## config.mk

```make
export PLATFORM = sky130hd
export DESIGN_NAME = cache_refill_ctrl_flat
export DESIGN_NICKNAME = d
export VERILOG_FILES = /design/src/rtl/cache_refill_ctrl_if.sv /design/src/rtl/cache_refill_ctrl.sv /design/src/flat_wrapper.sv
export SDC_FILE = /design/constraint.sdc
export NUM_CORES = 1
export LEC_CHECK = 0
export CAP_MARGIN = 20
export CORE_AREA = 4 4 129 131
export CTS_BUF_LIST = sky130_fd_sc_hd__clkbuf_4
export DETAILED_ROUTE_END_ITERATION = 10
export DIE_AREA = 0 0 133 135
export MAX_ROUTING_LAYER = met4
export PLACE_DENSITY = 0.83
export SLEW_MARGIN = 15
export SYNTH_ARGS = -nofsm -noshare
export SYNTH_HDL_FRONTEND = slang
export SYNTH_SLANG_ARGS = --single-unit
```

## constraint.sdc

```tcl
create_clock -name clk -period 3.35 [get_ports clk]
set_input_delay 0.8375 -clock clk [delete_from_list [all_inputs] [get_ports clk]]
set_output_delay 0.8375 -clock clk [all_outputs]
set_load 0.005 [all_outputs]
```

## src/rtl/cache_refill_ctrl_if.sv

```systemverilog
// AXI read/write channel bundle between the cache refill controller and the memory fabric.
// The master side is the refill controller and the slave side is the memory or interconnect.
interface cache_refill_ctrl_if;
  logic        arvalid;
  logic        arready;
  logic [31:0] araddr;
  logic [7:0]  arlen;
  logic [2:0]  arsize;
  logic        rvalid;
  logic        rready;
  logic [31:0] rdata;
  logic        rlast;
  logic        awvalid;
  logic        awready;
  logic [31:0] awaddr;
  logic [7:0]  awlen;
  logic        wvalid;
  logic        wready;
  logic [31:0] wdata;
  logic        wlast;
  logic        bvalid;
  logic        bready;

  modport master (
    output arvalid, araddr, arlen, arsize, rready,
    output awvalid, awaddr, awlen, wvalid, wdata, wlast, bready,
    input  arready, rvalid, rdata, rlast, awready, wready, bvalid
  );

  modport slave (
    input  arvalid, araddr, arlen, arsize, rready,
    input  awvalid, awaddr, awlen, wvalid, wdata, wlast, bready,
    output arready, rvalid, rdata, rlast, awready, wready, bvalid
  );
endinterface

```

## src/rtl/cache_refill_ctrl.sv

```systemverilog
// Cache miss handler: optional dirty-victim write-back burst, then line refill (or single uncached read).
// Handshake strobes decode from registered state and are forced low while rst is high.
module cache_refill_ctrl #(
  parameter int LINE_WORDS = 8
) (
  input  logic                      clk,
  input  logic                      rst,
  input  logic                      miss,
  input  logic                      cached,
  input  logic                      write_back,
  input  logic [31:0]               raddr,
  input  logic [31:0]               waddr,
  input  logic [31:0]               wb_rdata,
  output logic [2:0]                wb_idx,
  cache_refill_ctrl_if.master       axi,
  output logic                      refill_we,
  output logic [2:0]                refill_idx,
  output logic [31:0]               refill_wdata,
  output logic                      refresh,
  output logic [31:0]               uc_rdata,
  output logic                      stallreq,
  output logic                      done
);

  typedef enum logic [2:0] {
    IDLE, WB_AW, WB_W, WB_B, RD_AR, RD_R, FILL_DONE
  } state_t;

  localparam logic [2:0] LAST_BEAT = 3'(LINE_WORDS - 1);
  localparam logic [7:0] BURST_LEN = 8'(LINE_WORDS - 1);

  state_t      state;
  logic [31:0] raddr_q;
  logic [31:0] waddr_q;
  logic        cached_q;
  logic [2:0]  beat;
  logic        wb_vld;   // victim word for the current wb_idx has arrived
  logic        rd_full;  // every line word written; later beats are dropped
  logic        live;

  assign live = ~rst;

  // Write-back channel
  assign axi.awvalid = live && (state == WB_AW);
  assign axi.awaddr  = waddr_q;
  assign axi.awlen   = BURST_LEN;
  assign axi.wvalid  = live && (state == WB_W) && wb_vld;
  assign axi.wdata   = wb_rdata;
  assign axi.wlast   = axi.wvalid && (beat == LAST_BEAT);
  assign axi.bready  = live && (state == WB_B);
  assign wb_idx      = beat;

  // Refill channel
  assign axi.arvalid = live && (state == RD_AR);
  assign axi.araddr  = raddr_q;
  assign axi.arlen   = cached_q ? BURST_LEN : 8'd0;
  assign axi.arsize  = 3'd2;
  assign axi.rready  = live && (state == RD_R);

  assign refill_we    = axi.rready && axi.rvalid && cached_q && !rd_full;
  assign refill_idx   = beat;
  assign refill_wdata = axi.rdata;

  assign done     = live && (state == FILL_DONE);
  assign refresh  = done && cached_q;
  assign stallreq = (state != IDLE) || miss;

  // NOTE: all state uses non-blocking assignments so every register samples pre-edge values.
  always_ff @(posedge clk) begin
    if (rst) begin
      state    <= IDLE;
      raddr_q  <= '0;
      waddr_q  <= '0;
      cached_q <= 1'b0;
      beat     <= '0;
      wb_vld   <= 1'b0;
      rd_full  <= 1'b0;
      uc_rdata <= '0;
    end else begin
      case (state)
        IDLE: begin
          if (miss) begin
            raddr_q  <= raddr;
            waddr_q  <= waddr;
            cached_q <= cached;
            beat     <= '0;
            wb_vld   <= 1'b0;
            rd_full  <= 1'b0;
            state    <= (cached && write_back) ? WB_AW : RD_AR;
          end
        end
        WB_AW: begin
          if (axi.awready) begin
            beat   <= '0;
            wb_vld <= 1'b0;
            state  <= WB_W;
          end
        end
        WB_W: begin
          // A new index is presented after each accepted beat; its data lands one cycle later.
          if (axi.wvalid && axi.wready) begin
            wb_vld <= 1'b0;
            if (beat == LAST_BEAT) state <= WB_B;
            else                   beat  <= beat + 3'd1;
          end else begin
            wb_vld <= 1'b1;
          end
        end
        WB_B: begin
          if (axi.bvalid) state <= RD_AR;
        end
        RD_AR: begin
          if (axi.arready) begin
            beat    <= '0;
            rd_full <= 1'b0;
            state   <= RD_R;
          end
        end
        RD_R: begin
          if (axi.rvalid) begin
            if (!cached_q) begin
              uc_rdata <= axi.rdata;
            end else if (!rd_full) begin
              if (beat == LAST_BEAT) rd_full <= 1'b1;
              else                   beat    <= beat + 3'd1;
            end
            if (axi.rlast) state <= FILL_DONE;
          end
        end
        FILL_DONE: state <= IDLE;
        default:   state <= IDLE;
      endcase
    end
  end

endmodule

```

## src/flat_wrapper.sv

```systemverilog
// flat-port wrapper written by rule: the top's interface ports become plain ports
module cache_refill_ctrl_flat 
#(
  parameter int LINE_WORDS = 8
)
  (clk, rst, miss, cached, write_back, raddr, waddr, wb_rdata, wb_idx, refill_we, refill_idx, refill_wdata, refresh, uc_rdata, stallreq, done, axi_arvalid, axi_araddr, axi_arlen, axi_arsize, axi_rready, axi_awvalid, axi_awaddr, axi_awlen, axi_wvalid, axi_wdata, axi_wlast, axi_bready, axi_arready, axi_rvalid, axi_rdata, axi_rlast, axi_awready, axi_wready, axi_bvalid);
  cache_refill_ctrl_if axi_i ();
  input  logic clk;
  input  logic rst;
  input  logic miss;
  input  logic cached;
  input  logic write_back;
  input  logic [31:0] raddr;
  input  logic [31:0] waddr;
  input  logic [31:0] wb_rdata;
  output logic [2:0] wb_idx;
  output logic refill_we;
  output logic [2:0] refill_idx;
  output logic [31:0] refill_wdata;
  output logic refresh;
  output logic [31:0] uc_rdata;
  output logic stallreq;
  output logic done;
  output wire logic [$bits(axi_i.arvalid)-1:0] axi_arvalid;
  output wire logic [$bits(axi_i.araddr)-1:0] axi_araddr;
  output wire logic [$bits(axi_i.arlen)-1:0] axi_arlen;
  output wire logic [$bits(axi_i.arsize)-1:0] axi_arsize;
  output wire logic [$bits(axi_i.rready)-1:0] axi_rready;
  output wire logic [$bits(axi_i.awvalid)-1:0] axi_awvalid;
  output wire logic [$bits(axi_i.awaddr)-1:0] axi_awaddr;
  output wire logic [$bits(axi_i.awlen)-1:0] axi_awlen;
  output wire logic [$bits(axi_i.wvalid)-1:0] axi_wvalid;
  output wire logic [$bits(axi_i.wdata)-1:0] axi_wdata;
  output wire logic [$bits(axi_i.wlast)-1:0] axi_wlast;
  output wire logic [$bits(axi_i.bready)-1:0] axi_bready;
  input wire logic [$bits(axi_i.arready)-1:0] axi_arready;
  input wire logic [$bits(axi_i.rvalid)-1:0] axi_rvalid;
  input wire logic [$bits(axi_i.rdata)-1:0] axi_rdata;
  input wire logic [$bits(axi_i.rlast)-1:0] axi_rlast;
  input wire logic [$bits(axi_i.awready)-1:0] axi_awready;
  input wire logic [$bits(axi_i.wready)-1:0] axi_wready;
  input wire logic [$bits(axi_i.bvalid)-1:0] axi_bvalid;
  assign axi_arvalid = axi_i.arvalid;
  assign axi_araddr = axi_i.araddr;
  assign axi_arlen = axi_i.arlen;
  assign axi_arsize = axi_i.arsize;
  assign axi_rready = axi_i.rready;
  assign axi_awvalid = axi_i.awvalid;
  assign axi_awaddr = axi_i.awaddr;
  assign axi_awlen = axi_i.awlen;
  assign axi_wvalid = axi_i.wvalid;
  assign axi_wdata = axi_i.wdata;
  assign axi_wlast = axi_i.wlast;
  assign axi_bready = axi_i.bready;
  assign axi_i.arready = axi_arready;
  assign axi_i.rvalid = axi_rvalid;
  assign axi_i.rdata = axi_rdata;
  assign axi_i.rlast = axi_rlast;
  assign axi_i.awready = axi_awready;
  assign axi_i.wready = axi_wready;
  assign axi_i.bvalid = axi_bvalid;
  cache_refill_ctrl #(.LINE_WORDS(LINE_WORDS)) u_core (.clk(clk), .rst(rst), .miss(miss), .cached(cached), .write_back(write_back), .raddr(raddr), .waddr(waddr), .wb_rdata(wb_rdata), .wb_idx(wb_idx), .axi(axi_i), .refill_we(refill_we), .refill_idx(refill_idx), .refill_wdata(refill_wdata), .refresh(refresh), .uc_rdata(uc_rdata), .stallreq(stallreq), .done(done));
endmodule
```

==> results.md, run 1 <==
- The number of setup buffers added after CTS is 0.
- In this run the remaining antenna-violating nets after routing total 0.
- The cell sitting at the root of the clock tree is a clkbuf_4.
- The number of max-slew violations in the final report is 0.
- Of all flip-flops after synthesis, the portion carrying an async set or reset was 0%.
- The fraction of the cycle the final worst path needs is between 90% and 100%.
- The area used by sequential logic in the layout is 2100 um^2.
- The clock drives 105 sinks.
- In this run the number of H-tree levels came out at 3.
- The source-to-sink clock delay at the later pin of the worst-skew pair is 470 ps.
- The number of antenna violations at the first check in global routing is 0.
- The cell family contributing the most delay on the critical path is simple AND/OR/NAND/NOR gates.
- Counting both buffers and inverters, the worst setup path holds a total of 1.
- The chip width is about 130 um.
- For this block, the routed nets add up to between 10 and 15 mm of wire.
- The total number of vias is around 4,200.
- The data required time of the worst path is 2510 ps.
- The initial core utilization is 29.9%.
- Global routing consumed, over all layers together, 14.0% of the routing resources.
- The area of the multi-input gates is about 1800 um^2.
- The area of all placed cells without fillers is between 6000 and 7000 um^2.
- Summing the areas of all and, or, nand and nor instances in the mapped netlist gives a little over a fifth of the synthesized area.
- The total die area is roughly 18,000 um^2.
- The core region is around 16,000 um^2.
- The relative slew slack is 51.5%.
- The signal on the critical path passes through nand3b_1 -> nor2_1 -> and4b_1 -> clkdlybuf4s50_1.
- The average cell area after synthesis is between 7 and 8 um^2.
- The weighted congestion at the end of routability-driven global placement is 0.860.
- The setup-violating endpoint count in the final report is 0.
- After synthesis, flip-flops and latches occupy 45.1% of the total area.
- The Yosys warning count is 0.
- The die is about 140 um tall.
- Summing the areas of all compound-gate instances in the mapped netlist gives 13.4% of the synthesized area.
- The count of unresolved DRC violations after routing is 0.
- The peak fanout along the critical path is 14.
- Based on the critical path, the design can be clocked at up to around 320 MHz.
- The most frequently used flop master after synthesis is dfxtp_1.
- The final hold violation count is 0.
- The post-route minimum period is between 3000 and 4000 ps.
- In the synthesized netlist, the number of instances is 595.
- The critical path is of the reg2out type.
- The worst setup path is launched from a flop.
- For this design the static power due to leakage is roughly 2.5 nW.
- The via count of the first global-routing pass is ~4,100.
- The count of nets after finishing is between 800 and 900.
- The total overflow reported by the global router is 0.
- By area, the combinational part of the netlist is dominated by simple AND/OR/NAND/NOR gates.
- The CTS tree is done.
- The number of ports placed on the die boundary is around 330.
- Dividing the detail-routed via count by the number of cells gives 4.32.
- The number of buffers inserted during clock tree synthesis is 9.
- The power density relative to cell area is 513 nW/um^2.
- Detailed placement finished with a half-perimeter wire length of slightly below 10 mm.
- The detailed router finished its first iteration with 130 violations.
- The count of cell types in the netlist is 39.
- The filler cell count is between 1,000 and 1,500.
- The clock-pin slew reported for the worst setup and hold paths after clock tree synthesis is approximately 170 ps.
- The mux cell area share after synthesis is roughly 1.5%.
- The floorplan has 46 rows.
- Of the cells placed in the final design, the portion with a size suffix greater than 1 is roughly 4.2%.
- Post-CTS repair changed the size of 0 cells.
- The cell area after synthesis is between 4000 and 5000 um^2.
- The number of buffers between clock root and the deepest sink is 2.
- The xor-xnor portion of the synthesized cell area is 0%.
- 0 antenna diodes ended up in the layout.
- The area growth from synthesis to layout is 48.1%.
- The overall power after layout is about 3.5 mW.
- After clock tree synthesis, the flow added hold-fix buffers numbering 0.
- The longest individual stage delay on the worst path is approximately 660 ps.
- The final-layout setup total negative slack is 0 ps.
- The flow ran to the end, and the final reports show no timing, DRC or antenna violations.
- The actual slew at the worst max-slew pin is slightly above 700 ps.
- The maximum VDD drop is 0.241 mV.
- The synthesis-stage register bit count is roughly 110.
- After detailed routing, the average wire length per cell comes to ~13 um.
- The endpoint kind of the worst setup timing path is an output pin.
- Setup repair after global routing left no endpoint under its margin.
- Before antenna repair, the detailed router went through 4 iterations.
- Entering global routing, the biggest net connects 66 pins.
- The slowest stage of the critical path is the dfxtp_1 cell.
- Max-cap violations in this run came to 0.
- The tightest min-delay check is of the reg2reg type.
- The cell area reported after detailed placement is roughly 6800 um^2.
- Port buffering added around 250 buffers.
- Data arrives at the worst endpoint at around 2300 ps.
- The final worst clock skew is about 23 ps.
- The post-synthesis adder-cell area fraction is 0.537%.
- Counting flops with a built-in enable in the synthesized netlist gives 0.
- The first global-routing pass estimated between 20 and 25 mm of wire.
-- area by class of cell --
class,instances,share of cell area [%]
clock buffer,9,0.979
clock inverter,7,0.889
inverter,3,0.163
multi-input combinational,378,25.8
sequential,105,30.5
tap,216,3.92
timing repair buffer,261,37.8
-- through the flow --
stage / utilization, % / setup slack (ps) / hold slack (ps) / std cells
finish: 44.2 / 215 / 463 / 979
global placement: 43.3 / 504 / 440 / 962
global route: 44.2 / 56.8 / 483 / 979
detailed placement: 43.3 / 477 / 446 / 962
CTS: 44.1 / 169 / 466 / 978
floorplan: - / 1050 / 445 / 609
-- state kept, by name, summed over array words and instances (netlist names) --
name,count
u_core.axi.araddr,32
u_core.state,3
u_core.cached_q,1
u_core.refill_idx,3
u_core.axi.awaddr,32
u_core.uc_rdata,32
u_core.rd_full,1
u_core.wb_vld,1
-- power by group --
part	switching, mW	leakage, nW	internal [mW]
Sequential	0.116	0.856	1.43
Clock	0.461	0.0724	0.169
Combinational	0.652	1.54	0.714
Total	1.23	2.47	2.31
-- cell usage after synthesis (2+ instances only) --
master,number,area [um^2]
or3b_1,2,17.5
ha_1,2,25.0
nand2_1,209,785
nor3_2,2,20.0
nand4_1,2,12.5
buf_1,5,18.8
nor2_1,3,11.3
buf_2,10,50.1
and2_1,4,25.0
a21oi_1,103,515
clkbuf_1,14,52.6
nand2b_1,5,31.3
inv_1,3,11.3
dfxtp_1,105,2100
nor3_1,3,15.0
conb_1,2,7.51
mux2i_1,7,70.1
buf_4,93,698
-- worst reg2reg max path, stage by stage, from the launching register on --
cell	delay (ps)
dfxtp_1	500
nor3_2	330
and2_2	580
buf_12	280
nand2_1	80
a21oi_1	110
-- path summary, 6_finish.rpt --
check	startpoint	to	slack, ps	cells past startpoint
setup / recovery	u_core.state[2]$_SDFFE_PP0P_	refill_we	210	4
hold reg to reg	u_core.uc_rdata[0]$_SDFFE_PP0P_	u_core.uc_rdata[0]$_SDFFE_PP0P_	460	2
hold / removal	u_core.uc_rdata[0]$_SDFFE_PP0P_	u_core.uc_rdata[0]$_SDFFE_PP0P_	460	2
setup reg to reg	u_core.state[2]$_SDFFE_PP0P_	u_core.axi.awaddr[16]$_SDFFE_PP0P_	1410	5
-- routing by layer --
layer  track usage, %  share of wire [%]  vias to the layer above
met5                -                  0                        -
met4             6.35                2.6                        0
met2             23.3                 49                      215
met3             4.32                9.0                       26
met1             15.5                 40                     1857
li1                 -                  -                     2134
-- cells in the final DEF, fill, tap and decap left out, types with 2 or more instances in the layout --
cell	count
inv_6	2
clkbuf_4	9
mux2i_1	7
and2_1	3
inv_8	2
nand4_1	2
nor3_1	3
conb_1	16
inv_1	3
or3b_1	2
nand2b_1	5
clkdlybuf4s50_1	252
nor2_1	3
dfxtp_1	105
ha_1	2
buf_4	7
clkinv_4	2
a21oi_1	103
nand2_1	208
-- cells by family after synthesis --
family,after synthesis
compound gates,113
fa+ha+maj,2
buf+inv,126
flops,105
mux,7
other cells,2
simple gates,240
No activity file was read; power rests on OpenSTA's default activity.
==> run 2, diff against run 1 <==
- CAP_MARGIN: 20 -> not set
==> results.md, run 2 (synthesis results as in run 1) <==
- The relative slew slack is 30.0% (-21 points).
- The count of routing violations after the opening detailed-route iteration is 171 (+32%).
- The count of nets after finishing is 898 (-0.11%).
- The data required time of the worst path is 2510 ps (about the same).
- The origin of the worst min-delay path is u_core.uc_rdata[0]$_SDFFE_PP0P_.
- The cell-internal power is 2.31 mW (-0.10%).
- The quantity of I/O buffers inserted on ports is 253 (unchanged).
- The chip width is 133 um (unchanged).
- The max-cap check violation count is 0 (unchanged).
- The clock power share is 17.8% (about the same).
- The via count of the first global-routing pass is 4,054 (unchanged).
- The setup-violating endpoint count in the final report is 0 (unchanged).
- The overall routed net length is 13.0 mm (about the same).
- The endpoint kind of the worst setup timing path is an output pin.
- The ratio of routed vias to standard cells is 4.36 (+0.79%).
- The H-tree depth is 3 (unchanged).
- The clock-pin slew reported for the worst setup and hold paths after clock tree synthesis came to 180 ps (about the same).
- The flow ran to the end, and the final reports show no timing, DRC or antenna violations.
- The part of the power in combinational logic was 38.5% (about the same).
- The actual slew at the worst max-slew pin is 1050 ps (+322 ps).
- The iteration count of the initial detailed-routing pass is 5 (+1).
- The power density relative to cell area was 514 nW/um^2 (+0.17%).
- TritonCTS built the clock tree.
- The endpoint arrival time on the critical path is 2300 ps (about the same).
- The number of max-slew violations in the final report was 0 (unchanged).
- The source-to-sink clock delay at the later pin of the worst-skew pair is 470 ps (about the same).
- The total number of vias is 4,261 (+0.69%).
- The TritonCTS sink count was 105 (unchanged).
- The filler cell count is 1,495 (+0.20%).
- The static leakage is 2.46 nW (-0.31%).
- The final antenna-violating net count came to 0 (unchanged).
- The total die area was 18,000 um^2 (unchanged).
- The wire length of the first global-routing pass is 20.0 mm (unchanged).
- The number of ports placed on the die boundary is 334 (unchanged).
- The number of buffers inserted during clock tree synthesis is 9 (unchanged).
- The worst setup path is launched from a flop.
- The final-layout setup total negative slack came to 0 ps (unchanged).
- The worst setup path is of the reg2out kind.
- The switching component of the power came to 1.23 mW (about the same).
- The total of cells resized after clock tree synthesis is 0 (unchanged).
- In this run the clock root is driven by a clkbuf_4.
- The antenna diode count came to 0 (unchanged).
- The final-layout worst hold slack is 463 ps (-0.741 ps).
- The number of rows created at floorplan is 46 (unchanged).
- The reg-to-reg critical path endpoint is u_core.uc_rdata[13]$_SDFFE_PP0P_.
- In the layout the commonest cells are 252 x clkdlybuf4s50_1, 208 x nand2_1, 105 x dfxtp_1.
- The weighted congestion at the end of routability-driven global placement is 0.860 (unchanged).
- The peak clock frequency supported by timing is 318 MHz (-0.21%).
- The pin count of the biggest net entering global routing is 66 (unchanged).
- Compared with the post-synthesis result, the final layout area differs by 47.8%.
- The post-route minimum period is 3140 ps (+6.75 ps).
- The number of antenna violations at the first check in global routing is 0 (unchanged).
- The number of setup buffers added after CTS is 0 (unchanged).
- The fraction of layout instances using a drive strength above 1 came to 4.07% (-0.13 points).
- Setup repair after global routing left no endpoint under its margin.
- The total global-route track usage is 14.0% (unchanged).
- The number of buffers between clock root and the deepest sink was 2 (unchanged).
- The final worst clock skew is 22.3 ps (-0.285 ps).
- The detail-routed net length per standard cell is 13.2 um (+0.20%).
- The worst flop-to-flop path startpoint is u_core.state[1]$_SDFFE_PP0P_.
- In this run the worst hold path is classified as reg2reg.
- The peak fanout along the critical path came to 14 (unchanged).
- The maximum VDD drop was 0.245 mV (+1.7%).
- The library cell used most frequently in the layout, excluding fill and tap cells, is clkdlybuf4s50_1.
- The total overflow reported by the global router is 0 (unchanged).
- The number of cells on the worst hold path was 2 (unchanged).
- The count of unresolved DRC violations after routing came to 0 (unchanged).
- The sequential group share of total power is 43.6% (about the same).
- The fraction of the cycle the final worst path needs is 93.8% (+0.20 points).
- The hold buffer count at CTS is 0 (unchanged).
- The final HPWL from detailed placement was 9.60 mm (unchanged).
- The die span in y was 135 um (unchanged).
- The terminating pin of the worst hold path is u_core.uc_rdata[0]$_SDFFE_PP0P_.
- The switching power as a share of total power is 34.8% (+0.040 points).
- The placeable core region is 15,600 um^2 (unchanged).
- The initial core utilization came to 29.9% (unchanged).
- The final hold violation count is 0 (unchanged).
- The reg-to-reg setup timing slack was 1250 ps (-160 ps).
- The path depth of the worst reg2reg path is 4 (-1).
[run 2: cell type report]
| cell class | count | area (um^2) | share of cell area [%] |
|---|---|---|---|
| timing repair buffer | 260 | 2590 | 37.7 |
| inverter | 3 | 11.3 | 0.164 |
| tap | 216 | 270 | 3.93 |
| sequential | 105 | 2100 | 30.5 |
| multi-input combinational | 378 | 1780 | 25.8 |
| clock inverter | 7 | 61.3 | 0.891 |
| clock buffer | 9 | 67.6 | 0.981 |
[run 2: worst max path at each step]
| stage | from | to | cells after the start |
|---|---|---|---|
| 3_5_place_dp | axi_rvalid | refill_we | 3 |
| 6_report | u_core.state[2]$_SDFFE_PP0P_ | refill_we | 4 |
| 4_1_cts | u_core.state[2]$_SDFFE_PP0P_ | refill_we | 4 |
| 3_3_place_gp | axi_rvalid | refill_we | 3 |
| 2_1_floorplan | rst | axi_wlast | 4 |
| 5_1_grt | u_core.state[2]$_SDFFE_PP0P_ | refill_we | 4 |
[run 2: layer usage]
metal  vias to the layer above  share of wire, %  track usage, %
met4                         0               2.7            6.35
met2                       222                48            23.3
met3                        28               9.0            4.32
li1                       2131                 -               -
met5                         -                 0               -
met1                      1880                40            15.5
[run 2: power by group through the flow]
stage | Clock [mW] | Sequential (mW) | Combinational (mW)
after global routing | 0.716 | 1.57 | 1.49
final | 0.632 | 1.54 | 1.36
after CTS | 0.676 | 1.54 | 1.38
after floorplan | 0 | 1.56 | 0.786
after detailed placement | 0 | 1.57 | 1.38
after global placement | 0 | 1.56 | 1.36
[run 2: metrics by stage]
step	total power, mW	cells	setup slack [ps]	utilization, %	area (um^2)
detailed placement	2.95	962	477	43.3	6760
finish	3.54	978	208	44.1	6880
floorplan	2.35	609	1050	-	4710
global route	3.78	978	56.8	44.1	6880
CTS	3.60	978	169	44.1	6880
global placement	2.93	962	504	43.3	6760
[run 2: critical path, cell delays in order, from the launching register on]
cell and delay, ps:
dfxtp_1 670, nand3b_1 280, nor2_1 190, and4b_1 200
clkdlybuf4s50_1 500
